<file path="src/rtl/eh2_bht_ghr_tracker.sv">
// Speculative global-history tracker with a circular checkpoint buffer.
// Mispredict recovery rebuilds history from a checkpoint; retirement builds the architectural copy.
module eh2_bht_ghr_tracker #(
  parameter int GHR_SIZE   = 8,
  parameter int CKPT_DEPTH = 4,
  localparam int PW        = $clog2(CKPT_DEPTH)
) (
  input  logic                clk,
  input  logic                rst,
  input  logic                pred_valid,
  input  logic                pred_taken,
  output logic                pred_ready,
  output logic [PW-1:0]       pred_id,
  input  logic                mp_valid,
  input  logic [PW-1:0]       mp_id,
  input  logic                mp_taken,
  input  logic                ret_valid,
  input  logic                ret_taken,
  input  logic                flush_all,
  output logic [GHR_SIZE-1:0] ghr,
  output logic [GHR_SIZE-1:0] ghr_arch,
  output logic [PW:0]         count
);

  localparam logic [PW:0] ONE  = (PW+1)'(1);
  localparam logic [PW:0] FULL = (PW+1)'(CKPT_DEPTH);

  logic [GHR_SIZE-1:0] ckpt [CKPT_DEPTH];
  logic [PW:0]         wp_x;
  logic [PW:0]         rp_x;
  logic [PW:0]         wp_x_next;
  logic [PW:0]         rp_x_next;
  logic [GHR_SIZE-1:0] ghr_next;
  logic [GHR_SIZE-1:0] ghr_arch_next;
  logic [PW-1:0]       mp_offset;
  logic                ret_fire;
  logic                pred_fire;

  // Pointers carry one extra wrap bit so a full buffer is distinguishable from an empty one.
  assign count      = wp_x - rp_x;
  assign pred_ready = (count != FULL);
  assign pred_id    = wp_x[PW-1:0];

  assign ret_fire   = ret_valid && (count != '0);
  assign pred_fire  = pred_valid && pred_ready && !mp_valid && !flush_all;
  assign mp_offset  = mp_id - rp_x[PW-1:0];

  always_comb begin
    rp_x_next     = ret_fire ? rp_x + ONE : rp_x;
    ghr_arch_next = ret_fire ? {ghr_arch[GHR_SIZE-2:0], ret_taken} : ghr_arch;
    ghr_next      = ghr;
    wp_x_next     = wp_x;
    if (flush_all) begin
      ghr_next  = ghr_arch_next;
      wp_x_next = rp_x_next;
    end else if (mp_valid) begin
      // The mispredicted entry stays outstanding, so wp lands one past it relative to rp.
      ghr_next  = {ckpt[mp_id][GHR_SIZE-2:0], mp_taken};
      wp_x_next = rp_x + {1'b0, mp_offset} + ONE;
    end else if (pred_fire) begin
      ghr_next  = {ghr[GHR_SIZE-2:0], pred_taken};
      wp_x_next = wp_x + ONE;
    end
  end

  always_ff @(posedge clk) begin
    if (rst) begin
      ghr      <= '0;
      ghr_arch <= '0;
      wp_x     <= '0;
      rp_x     <= '0;
    end else begin
      ghr      <= ghr_next;
      ghr_arch <= ghr_arch_next;
      wp_x     <= wp_x_next;
      rp_x     <= rp_x_next;
    end
  end

  always_ff @(posedge clk) begin
    if (!rst && pred_fire) begin
      ckpt[wp_x[PW-1:0]] <= ghr;
    end
  end

endmodule
</file>
<file path="config.mk">
export PLATFORM = sky130hd
export DESIGN_NAME = eh2_bht_ghr_tracker
export DESIGN_NICKNAME = d
export VERILOG_FILES = /design/src/rtl/eh2_bht_ghr_tracker.sv
export SDC_FILE = /design/constraint.sdc
export NUM_CORES = 1
export LEC_CHECK = 0
export CORE_MARGIN = 2
export CORE_UTILIZATION = 58
export DETAILED_ROUTE_END_ITERATION = 12
export GPL_ROUTABILITY_DRIVEN = 0
export PLACE_DENSITY = 0.9
export SLEW_MARGIN = 10
export SYNTH_ARGS = -nofsm -noshare
export SYNTH_HDL_FRONTEND = slang
export SYNTH_SLANG_ARGS = --single-unit
</file>
<file path="constraint.sdc">
create_clock -name clk -period 8.1 [get_ports clk]
set_input_delay 1.62 -clock clk [delete_from_list [all_inputs] [get_ports clk]]
set_output_delay 1.62 -clock clk [all_outputs]
set_load 0.05 [all_outputs]
</file>
==> results by group <==
Outcome
  • Status: completed

Placement
  • Count of input and output buffers: 32
  • Final HPWL DP: 3280 µm
  • Placed Area: 2660 µm²
  • Pre-CTS setup slack: 3.94 ns

Power
  • Logic pwr share: 37.3%
  • Flop pwr share: 40.1%
  • P per Cell Area: 272 nW/µm²
  • Clk pwr share: 22.6%
  • Leakage power: 1.00 nW
  • Max VDD drop: 210 µV
  • Internal Power: 0.000489 W
  • Sw Ratio: 35.2%
  • NetSw: 0.000265 W

GRT
  • Vias in the first global route: 1500
  • Total grt overflow: 0
  • Initial antenna violation count: 0
  • Largest net degree at the start of global routing: 25
  • Total Routing Usage GR: 22.6%
  • First-pass GRT wire length: 7330 µm

STA
  • Final Hold Vio Count: 0
  • Worst Skew: 0.00590 ns
  • Unrepaired setup endpoints after global routing: no
  • Final Cycle Share: 55.2%
  • Setup_tns: 0 ns
  • Final worst slack: 3.63 ns
  • Max_slew headroom: 36.8%
  • Slew Viols, Final: 0
  • Hold_ws: 0.469 ns
  • Minimum clock period: 4.47 ns
  • Final setup vio count: 0
  • Worst Max-Slew Pin Slew: 0.945 ns
  • Achievable Freq: 224 MHz

Clock tree
  • Total CTS buffers: 5
  • Post-CTS Setup Bufs: 0
  • TritonCTS clock tree: built
  • Post-CTS Hold Buffers: 0
  • H-tree depth: 2
  • Worst skew pair latency: 0.30 ns
  • CTS resizes: 0
  • TritonCTS Sinks: 50
  • Clock Tree Buf Depth: 2
  • Clock transition at path regs: 0.08 ns
  • Root buffer cell: clkbuf_8

Floorplanning
  • Die extent in x: 67.7 µm
  • DIE AREA: 4590 µm²
  • Initial Utilization: 59.8%
  • Die height: 67.7 µm
  • Core area: 3940 µm²
  • Row cnt: 23
  • # IOs: 33

Synthesis
  • Largest area contributor in the synthesized netlist: edfxtp_1
  • Cell Area, Synth: 2360 µm²
  • Top cells by area, synth: edfxtp_1 36%, dfxtp_1 19%, mux4_2 6.7%
  • Async SR Flop Fraction: 0%
  • Ys Warns: 0
  • Netlist cell types: 39
  • Post-synth EDFFs: 28
  • Share of the synthesized area in the top cell type: 35.7%
  • Synthesized flop and latch total: 50
  • Synthesized area per cell: 13.2 µm²
  • Syn Inst Count: 179
  • Ys flop type: edfxtp_1
  • Net Count, Synth: 198
  • Sequential area share after synthesis: 54.4%

Final layout
  • Layout net count: 225
  • Final core occ: 70.3%
  • Layout area overhead: 17.6%
  • Ant. Diodes: 0
  • Most common cell after layout, fill and taps aside: clkdlybuf4s50_1
  • Layout cells sized above 1: 12.6%
  • Finished Cell Area: 2770 µm²
  • Most frequent cells in the layout: 32 x clkdlybuf4s50_1, 28 x edfxtp_1, 22 x dfxtp_1

Setup path
  • Max FO, Critical Path: 5
  • Crit start category: register
  • Worst EP required: 6.48 ns
  • CP endpoint kind: primary output
  • Arr. time, crit path: 2.85 ns
  • Critical path's largest stage delay: 0.80 ns
  • Cell Chain, Critical Path: inv_1 > ha_1 > fa_1 > xor3_2 > nand3_1 > clkdlybuf4s50_1
  • WS Path Type: register to primary output
  • R2R setup slack: 4.95 ns
  • CP max stage cell: clkdlybuf4s50_1

Route
  • Drt drc: 0
  • First-pass iteration count of the detailed router: 4
  • Routed vias/inst: 5.88
  • WL per Instance: 17.6 µm
  • Total length of routed wires: 4520 µm
  • Via count: 1510
  • DRT iter0 DRCs: 126
  • DRT antenna net count: 0

Min path
  • Hold Path Class: register to register

Job
  • Max cap viols: 0
-- cell type report --
cell class              count  area (µm²)
well taps                  50        62.6
clock buffers               6        72.6
multi-input cells         112         978
fillers                   237        1170
inverters                   5        18.8
flip-flops and latches     50        1280
repair buffers             32         320
clock inverters             2        37.5
-- synth_stat cells, types with 3 or more instances --
cell type,instances
a211o_1,5
a211oi_1,7
a211oi_2,3
a21oi_1,8
a22o_1,3
and2_1,4
buf_6,3
clkbuf_1,5
dfxtp_1,22
edfxtp_1,28
ha_1,7
inv_1,5
mux2i_1,9
mux4_2,7
nand2_1,9
nand2b_1,3
nor2_1,12
nor2b_1,8
xnor2_1,5
-- final timing paths --
check                              from          to  cells after the start
worst min-delay path             ghr[7]      ghr[7]                      2
worst max-delay path            wp_x[0]  pred_ready                      6
worst min register to register   ghr[7]      ghr[7]                      2
worst max register to register  wp_x[0]  ckpt[3][5]                      7
-- sequential cells by signal, indices dropped and copies added (netlist names) --
name,count
wp_x,3
ghr,8
ckpt,28
rp_x,3
ghr_arch,8
-- cells by family after synthesis --
family	synth area share (%)
simple gates	10.2
xor+xnor	3.66
mux	11.0
fa+ha+maj	4.57
compound gates	12.1
flops	54.4
buf+inv	4.09
-- worst max-delay path: cells and delay by family, from the launching register on --
| family | cells | cell delay [ns] |
|---|---|---|
| buffers and inverters | 2 | 0.93 |
| adders and majority gates | 2 | 0.65 |
| xor gates and xnor gates | 1 | 0.46 |
| DFF | 1 | 0.39 |
| and+or+nand+nor | 1 | 0.11 |
-- metal layers --
| metal | GRT usage, % | up-vias | wire, µm |
|---|---|---|---|
| met5 | 0 | - | 0 |
| met2 | 37.0 | 46 | 2320 |
| met1 | 28.1 | 737 | 1860 |
| li1 | - | 716 | - |
| met4 | 9.69 | 0 | 95 |
| met3 | 5.83 | 11 | 241 |
-- through the flow --
stage,cells,power (W)
2_1_floorplan,179,0.000523
3_3_place_gp,249,0.000579
3_5_place_dp,249,0.000589
4_1_cts,257,0.000759
5_1_grt,257,0.000790
6_report,257,0.000754
-- power by group through the flow --
| stage | sequential (W) | clock, W | combinational [W] |
|---|---|---|---|
| finish | 0.000302 | 0.000170 | 0.000282 |
| CTS | 0.000302 | 0.000173 | 0.000283 |
| global placement | 0.000306 | 0 | 0.000273 |
| floorplan | 0.000325 | 0 | 0.000198 |
| detailed placement | 0.000308 | 0 | 0.000280 |
| global route | 0.000305 | 0.000183 | 0.000303 |
(Power assumes the default switching activity.)
